File: config.mk
export PLATFORM = sky130hd
export DESIGN_NAME = anahtar_ekleme_akis
export DESIGN_NICKNAME = d
export VERILOG_FILES = /design/src/rtl/aes_pkg.sv /design/src/rtl/ae_key_bank.sv /design/src/rtl/anahtar_ekleme_akis.sv
export SDC_FILE = /design/constraint.sdc
export NUM_CORES = 2
export LEC_CHECK = 0
export CORE_UTILIZATION = 58
export CTS_BUF_LIST = sky130_fd_sc_hd__clkbuf_4
export DETAILED_ROUTE_END_ITERATION = 12
export PLACE_DENSITY = 0.82
export SETUP_SLACK_MARGIN = 0.15
export SKIP_LAST_GASP = 1
export SLEW_MARGIN = 5
export SYNTH_ARGS = -nofsm -noshare
export SYNTH_HDL_FRONTEND = slang
export SYNTH_SLANG_ARGS = --single-unit
export TNS_END_PERCENT = 20
File: constraint.sdc
create_clock -name clk -period 3.67 [get_ports clk]
set_input_delay 0.9175 -clock clk [delete_from_list [all_inputs] [get_ports clk]]
set_output_delay 0.9175 -clock clk [all_outputs]
set_load 0.01 [all_outputs]
File: src/rtl/aes_pkg.sv
// Shared AES definitions used by the AddRoundKey datapath and the key bank.
// Holds the block width, the round counts for the three key sizes, the
// round-index and state-word types, and the key-slot wrap helper.
package aes_pkg;

    localparam int AES_BLOCK_W = 128;

    localparam int NR_AES128 = 10;
    localparam int NR_AES192 = 12;
    localparam int NR_AES256 = 14;

    typedef logic [3:0]             round_idx_t;
    typedef logic [AES_BLOCK_W-1:0] state_word_t;

    // Maps any 4-bit round index onto a valid key slot 0..nr. An out-of-range
    // round is folded back into the bank, so the stream keeps flowing instead
    // of stalling.
    function automatic round_idx_t wrap_slot(input round_idx_t r, input int nr);
        int v;
        v = int'(r) % (nr + 1);
        return round_idx_t'(v);
    endfunction

endpackage

File: src/rtl/ae_key_bank.sv
// Round-key register file: NR+1 slots of 128 bits with asynchronous reset,
// one write port and a combinational read that returns the DATA_W-bit slice
// of a slot for a given beat (beat 0 = most-significant bytes). The
// inverse-cipher path reuses this bank as is.
module ae_key_bank
    import aes_pkg::*;
#(
    parameter  int DATA_W = 32,
    parameter  int NR     = 10,
    localparam int BEATS  = AES_BLOCK_W / DATA_W,
    localparam int BEAT_W = (BEATS > 1) ? $clog2(BEATS) : 1
) (
    input  logic              clk,
    input  logic              rst_n,
    input  logic              we,
    input  logic [3:0]        wr_slot,
    input  logic [127:0]      wr_data,
    input  logic [3:0]        rd_slot,
    input  logic [BEAT_W-1:0] rd_beat,
    output logic [DATA_W-1:0] rd_data
);

    state_word_t key_mem [0:NR];
    state_word_t sel_key;

    // Key storage: cleared on reset, writes to slots beyond NR are dropped.
    always_ff @(posedge clk or negedge rst_n) begin
        if (!rst_n) begin
            for (int s = 0; s <= NR; s++) begin
                key_mem[s] <= '0;
            end
        end else if (we && (int'(wr_slot) <= NR)) begin
            key_mem[wr_slot] <= wr_data;
        end
    end

    // Read path: pick the slot, then the beat's slice, MSB slice first.
    always_comb begin
        sel_key = '0;
        if (int'(rd_slot) <= NR) begin
            sel_key = key_mem[rd_slot];
        end
        rd_data = '0;
        for (int b = 0; b < BEATS; b++) begin
            if (rd_beat == BEAT_W'(b)) begin
                rd_data = sel_key[AES_BLOCK_W-1-b*DATA_W -: DATA_W];
            end
        end
    end

endmodule

File: src/rtl/anahtar_ekleme_akis.sv
// Streaming AddRoundKey: XORs DATA_W-bit beats of the AES state with the
// matching slice of a round key held in the internal key bank, behind a
// one-deep registered output with valid/ready flow control.
// Build option: define AE_AUTO_ROUND_EN to ignore in_round and step the
// round internally, one round per block, wrapping after NR.
module anahtar_ekleme_akis
    import aes_pkg::*;
#(
    parameter  int DATA_W = 32,
    parameter  int NR     = 10,
    localparam int BEATS  = AES_BLOCK_W / DATA_W,
    localparam int BEAT_W = (BEATS > 1) ? $clog2(BEATS) : 1
) (
    input  logic              clk,
    input  logic              rst_n,
    input  logic              key_we,
    input  logic [3:0]        key_idx,
    input  logic [127:0]      key_data,
    output logic              key_ready,
    input  logic              in_valid,
    output logic              in_ready,
    input  logic [DATA_W-1:0] in_data,
    input  logic [3:0]        in_round,
    output logic              out_valid,
    input  logic              out_ready,
    output logic [DATA_W-1:0] out_data,
    output logic              out_last
);

    logic [BEAT_W-1:0] beat;
    round_idx_t        rnd;
    round_idx_t        round_sel;
    round_idx_t        slot_sel;
    logic [DATA_W-1:0] key_slice;
    logic              accept;
    logic              last_beat;
    logic              out_en;

    logic              vld_p1;
    logic [DATA_W-1:0] data_p1;
    logic              last_p1;

    assign out_en    = out_ready || !vld_p1;
    assign in_ready  = out_en;
    assign accept    = in_valid && in_ready;
    assign last_beat = (beat == BEAT_W'(BEATS - 1));
    assign key_ready = (beat == '0);

`ifdef AE_AUTO_ROUND_EN
    logic unused_in_round;
    assign unused_in_round = ^in_round;
    assign round_sel       = rnd;
`else
    assign round_sel = key_ready ? round_idx_t'(in_round) : rnd;
`endif

    assign slot_sel = wrap_slot(round_sel, NR);

    // Key writes only land between blocks so a block never sees a mixed key.
    ae_key_bank #(
        .DATA_W (DATA_W),
        .NR     (NR)
    ) u_key_bank (
        .clk     (clk),
        .rst_n   (rst_n),
        .we      (key_we && key_ready),
        .wr_slot (key_idx),
        .wr_data (key_data),
        .rd_slot (slot_sel),
        .rd_beat (beat),
        .rd_data (key_slice)
    );

    // Beat position within the current block; wraps after the last beat.
    always_ff @(posedge clk or negedge rst_n) begin
        if (!rst_n) begin
            beat <= '0;
        end else if (accept) begin
            beat <= last_beat ? '0 : beat + 1'b1;
        end
    end

`ifdef AE_AUTO_ROUND_EN
    // Internal round counter: advances once per completed block, 0..NR.
    always_ff @(posedge clk or negedge rst_n) begin
        if (!rst_n) begin
            rnd <= '0;
        end else if (accept && last_beat) begin
            rnd <= (rnd == round_idx_t'(NR)) ? '0 : rnd + 1'b1;
        end
    end
`else
    // Round capture: held from the first beat for the rest of the block.
    always_ff @(posedge clk or negedge rst_n) begin
        if (!rst_n) begin
            rnd <= '0;
        end else if (accept && key_ready) begin
            rnd <= round_idx_t'(in_round);
        end
    end
`endif

    // ---- stage p1: registered output, held while downstream stalls ----
    always_ff @(posedge clk or negedge rst_n) begin
        if (!rst_n) begin
            vld_p1  <= 1'b0;
            data_p1 <= '0;
            last_p1 <= 1'b0;
        end else if (out_en) begin
            vld_p1 <= accept;
            if (accept) begin
                data_p1 <= in_data ^ key_slice;
                last_p1 <= last_beat;
            end
        end
    end

    assign out_valid = vld_p1;
    assign out_data  = data_p1;
    assign out_last  = last_p1;

endmodule

* Word level (Yosys, flattened, before mapping)
Index checks and enable logic that the tools add are counted.
** Word-level totals
- Bits in registers :: 1448
- Input bits :: 173
- Logic and storage cells :: 51
** Operators by class
- Add/sub/neg operators :: 1
- Divide/modulo/power cells :: 1
- $lt $le $gt $ge :: 5
- Eq/ne operators :: 3
- Multiplexer cells :: 13
- Bitwise logic cells :: 3
- Reduce and logical (&&, ||, !) cells :: 9
** Operators with widths (count)
- $bwmux 1408 :: 1
- $bmux 128 s4 :: 1
- $demux 128 s4 :: 1
- $mux 128 :: 4
- $mux 32 :: 4
- $mod 5x5->32 const B :: 1
- $xor 32x32->32 :: 1
- $ge 5x5->1 const B :: 2
- $not 4->5 :: 2
- $le 4x4->1 const B :: 2
- $logic_and 1x1->1 :: 5
- $lt 5x1->1 const B :: 1
- $eq 2x2->1 const B :: 2
- $mux 4 :: 1
- $add 2x1->2 const B :: 1
- $eq 2x1->1 const B :: 1
- $logic_not 2->1 :: 1
- $mux 2 :: 1
- $reduce_and 2->1 :: 1
- $logic_not 1->1 :: 1
- $logic_or 1x1->1 :: 1

* Logic depth before layout (Yosys ltp)
- Word-level depth :: 13
- Gate-level depth with buffers :: 19
- Depth with buffers taken out :: 13

* Hierarchy
Synthesis repeated with hierarchy kept, for this count alone.
** Second synthesis, totals
- Cell total of the unflattened synthesis :: 4394
- Area, all modules :: 66428.7 um^2
** Modules (own cells, without submodules)
- ae_key_bank :: times used 1, cells an instance 4252, area an instance 64325.4 um^2, sequential area each 35233.8 um^2
- anahtar_ekleme_akis :: times used 1, cells an instance 142, area an instance 2103.3 um^2, sequential area each 1001.0 um^2

* Worst setup path after synthesis
No wires, ideal clock.
- Path kind :: input to register
- From :: input port in_round[0]
- To :: register data_p1[29], in the netlist out_data[29]
- Library setup time :: 0.131 ns
- Arrival time :: 3.858 ns
- Path slack :: -0.319 ns
- Stages :: 12
- Path buffers :: 1
- Cell sequence :: mux2i_2 inv_2 ha_1 o211ai_4 o21a_1 buf_6 xnor2_4 mux4_2 and2_1 o32a_1 a41o_1 or3b_1
** Between the ends
- Word-level cells in the longest chain between the ends :: 12
- Elaborated cells on any way between the ends :: 13
- Classes of those cells :: 1 x div; 1 x order compare; 9 x mux; 2 x bitwise
** RTL lines
- start: declaration :: line anahtar_ekleme_akis.sv:23 : input logic [3:0] in_round,
- $mux 4 (*) :: line anahtar_ekleme_akis.sv:54 : assign round_sel = key_ready ? round_idx_t'(in_round) : rnd;
- $mod 5x5->32 (*) :: line aes_pkg.sv:20 : v = int'(r) % (nr + 1);
- $not 4->5 (implied by the code) :: line ae_key_bank.sv:41 : sel_key = key_mem[rd_slot];
- $bmux 128 s4 :: line ae_key_bank.sv:41
- $mux 128 (implied by the code) (2 in series) :: line ae_key_bank.sv:41
- $mux 128 (*) :: line ae_key_bank.sv:40 : if (int'(rd_slot) <= NR) begin
- $mux 32 (3 in series) :: line ae_key_bank.sv:45 : if (rd_beat == BEAT_W'(b)) begin
- $mux 32 (*) :: line ae_key_bank.sv:45
- $xor 32x32->32 (*) :: line anahtar_ekleme_akis.sv:112 : data_p1 <= in_data ^ key_slice;
- end signal: assignment :: line anahtar_ekleme_akis.sv:112
- end: declaration :: line anahtar_ekleme_akis.sv:40 : logic [DATA_W-1:0] data_p1;
Mark *: on every way between the ends. The rest lies on a longest branch, timed or not. The select of a mux whose other input is x is not followed.
A chain may end at the register's enable or synchronous reset.

* Final worst setup path
- From :: register beat[0]
- To :: register data_p1[14], in the netlist out_data[14]
** Between the ends
- Word-level cells in the longest chain between the ends :: 13
- Elaborated cells on any way between the ends :: 17
- Classes of those cells :: 1 x div; 1 x order compare; 3 x eq/ne; 9 x mux; 2 x bitwise; 1 x reduce/logical
** RTL lines
- start: declaration :: line anahtar_ekleme_akis.sv:30 : logic [BEAT_W-1:0] beat;
- start signal: assignment :: line anahtar_ekleme_akis.sv:79 : beat <= last_beat ? '0 : beat + 1'b1;
- $logic_not 2->1 :: line ae_key_bank.sv:45, anahtar_ekleme_akis.sv:47
- $mux 4 :: line anahtar_ekleme_akis.sv:54
- $mod 5x5->32 :: line aes_pkg.sv:20
- $not 4->5 (implied by the code) :: line ae_key_bank.sv:41
- $bmux 128 s4 :: line ae_key_bank.sv:41
- $mux 128 (implied by the code) (2 in series) :: line ae_key_bank.sv:41
- $mux 128 :: line ae_key_bank.sv:40
- $mux 32 (3 in series) :: line ae_key_bank.sv:45
- $mux 32 (*) :: line ae_key_bank.sv:45
- $xor 32x32->32 (*) :: line anahtar_ekleme_akis.sv:112
Marked as above.

==> flow_summary.ini <==
[synthesis]
syn_inst = 4817
synth_area_leaders = dfrtp_1 54%, mux2_2 26%, mux4_2 5.3%
syn_nets = 4995
synth_seq_cells = 1448
ys_top_cells_by_count = 1528 x mux2_2, 1448 x dfrtp_1, 383 x clkbuf_1, 255 x nand2_1, 160 x mux4_2
synth_area_um2 = 67400
synthFlopType = dfrtp_1
syn_area_per_cell_um2 = 14.0
synth_largest_area_cell = dfrtp_1
yosysMostFrequentCell = mux2_2
synth_top_area_frac = 0.538
ys_async_sr_fraction = 1.00
ys_seq_area_frac = 0.538
synth_edf_count = 0
yosys_warnings = 0
ys_types = 60

[sta]
maxSlewViolCount = 0
fin_crit_sh = 1.09
rsz0062_at_grt = yes
fin_crit_ns = 4.01
clock.fmax_ghz = 0.250
slew_headroom = 0.304
hold_viol = 0
finalSetupViolCount = 33
hold_ws_ns = 0.272
tightest_slew_ns = 1.04
setup_ws_ns = -0.336
finalClockSkew_ns = 0.111

[clock_tree]
clkTransAtPathRegs_ns = 0.07
cts.htree.levels = 5
clock_latency_ns = 1.34
clockRootBuffer = clkbuf_4
tritoncts = yes
clkSinkCount = 1448
cts_buffer_depth = 4
cts_made_buffers = 383

[job]
maxCapViolations = 0

[placement]
hpwl_mm = 137
dp_slack_ns = -1.20
place_congestion = 0.934
dp_cells = 6531
io_buffers = 208

[routing]
route.detailed.drc = 0
met1_length_mm = 81.3
routed_via_density = 6.62
top_layer = met5
dr_wl_met3_mm = 23.0
drt_pass1_iterations = 8
dr_wl_met2_mm = 94.2
ant_nets = 0
drt-initial-drc-count = 5236
num_vias = 47900
wl_per_cell_um = 29.0
drt-total-wl_mm = 209

[floorplanning]
die_h_um = 343
die_w_um = 343
core_um2 = 115000
rows = 124
ios = 209
start_util = 0.587
dieArea_um2 = 118000

[worst_hold_path]
hp-class = primary input to flip-flop

[pwr]
clkPwrFrac = 0.167
p_int_mw = 51.2
switching_share = 0.370
p_seq_frac = 0.327
p_comb_frac = 0.506
p_leak_nw = 36.9
finalPower_mw = 81.2
power.density_nw_per_um2 = 1010
p_sw_mw = 30.0
ir_drop_v = 0.000704

[worst_setup_path]
rr_startpoint = beat[0]$_DFFE_PN0P_
r2r-end = out_data[14]$_DFFE_PN0P_
crit_type = flip-flop to flip-flop
setup.worst_path.end_class = flip-flop
crit_end = out_data[14]$_DFFE_PN0P_
arrival_ns = 5.22
reg2reg_slack_ns = -0.34
cp_data_required_time_ns = 4.89
reg2reg_depth = 19
cp-startpoint = beat[0]$_DFFE_PN0P_
crit_fanout = 8
cp-start-kind = flip-flop

[grt]
gr-total-overflow = 0
grt_pass1_wl_mm = 315
grt_pass1_vias = 50400
grt_antenna_before_repair = 32
grt.total_usage = 0.359
grt_max_degree = 113

[finish]
nets = 5645
utilization = 0.703
layout-drive-gt1-share = 0.508
fin_cells = 7229
syn_to_final_growth_pct = 19.8

[run_status]
violations = setup timing
status = finished, violations left
[stage by stage]
step                instance area, um2  setup TNS, ns
floorplan                        67400         -0.168
global placement                 74900         -28.12
CTS                              80200          -6.61
detailed placement               74900         -28.98
finish                           80700          -9.26
global route                     80700         -11.28
[area by class of cell]
class / count / area [um2]
sequential: 1448 / 36200
antenna: 23 / 57.6
inverter: 39 / 149
clock inverter: 61 / 314
fill: 7215 / 34100
multi-input combinational: 2851 / 29500
tap: 1512 / 1890
clock buffer: 551 / 4140
timing repair buffer: 744 / 8400
[power groups by stage]
stage | Sequential (mW) | Clock, mW | Combinational, mW
after detailed placement | 26.5 | 0 | 36.7
after CTS | 26.2 | 13.7 | 39.2
after floorplan | 25.1 | 0 | 22.6
after global placement | 26.0 | 0 | 35.8
after global routing | 27.1 | 14.5 | 42.6
final | 26.6 | 13.6 | 41.1
[worst min-delay path by stage]
stage                                            to                                  from  cells after the start  slack, ns
2_1_floorplan   u_key_bank.key_mem[349]$_DFFE_PN0P_   u_key_bank.key_mem[349]$_DFFE_PN0P_                      1       0.47
3_3_place_gp   u_key_bank.key_mem[1035]$_DFFE_PN0P_  u_key_bank.key_mem[1035]$_DFFE_PN0P_                      1       0.48
3_5_place_dp   u_key_bank.key_mem[1035]$_DFFE_PN0P_  u_key_bank.key_mem[1035]$_DFFE_PN0P_                      1       0.49
4_1_cts                       out_valid$_DFFE_PN0N_                              in_valid                      2       0.18
5_1_grt                       out_valid$_DFFE_PN0N_                              in_valid                      2       0.26
6_report                      out_valid$_DFFE_PN0N_                              in_valid                      2       0.27
[kinds of logic (layout without fill, tap and decap cells)]
group,count (synthesis),count (layout),synth area share
muxes,1809,1810,0.327
DFF,1448,1448,0.538
AOI/OAI and AO/OA,584,584,0.0693
buffers and inverters,519,1395,0.0329
and+or+nand+nor,450,450,0.0314
adders and majority gates,5,5,0.000929
xor gates and xnor gates,2,2,0.000539
other,0,23,0
[worst max-delay path, cell delays in order, from the launching register on]
cell and delay (ns):
dfrtp_1 0.40, inv_2 0.09, ha_4 0.22, mux2i_4 0.27, inv_2 0.08, ha_4 0.18
o211ai_4 0.15, o21a_1 0.23, buf_6 0.14, xnor2_4 0.11, buf_12 0.16, buf_12 0.11
buf_12 0.14, buf_16 0.15, mux4_2 0.49, a22oi_1 0.40, buf_4 0.19, a32oi_1 0.11
o31a_1 0.16, nand3b_1 0.09
[what timing repair did]
| item | 4_1_cts | 5_1_grt |
|---|---|---|
| pin swaps | 15 | 24 |
| hold buffers | 1 | 0 |
| cloned | 9 | 3 |
| setup endpoints to repair | 33 | 33 |
| endpoints found under the hold margin | 75 | 0 |
| setup buffers | 33 | 17 |
| resized for setup | 50 | 62 |
[registers in the layout (all words and copies together) (netlist names)]
register	cells
rnd	4
out_valid	1
beat	2
u_key_bank.key_mem	1408
out_last	1
out_data	32
[placed cells by master (no fill, tap or decap), types with 32 or more instances in the layout]
cell type	instances
a21boi_0	32
a21o_1	54
a21oi_1	52
a221o_1	32
a221oi_1	87
a311o_1	50
and2_1	57
buf_12	144
buf_4	349
clkbuf_4	551
clkdlybuf4s50_1	207
clkinv_1	50
dfrtp_1	1448
inv_1	34
mux2_2	1528
mux2i_1	113
mux4_2	160
nand2_1	248
nor2_1	36
o22ai_1	59
[layer usage]
metal / vias to the layer above / GRT usage
met1: 25000 / 0.478
li1: 19400 / -
met4: 18 / 0.196
met2: 2816 / 0.527
met5: - / 0
met3: 617 / 0.112
(Power assumes the default switching activity.)
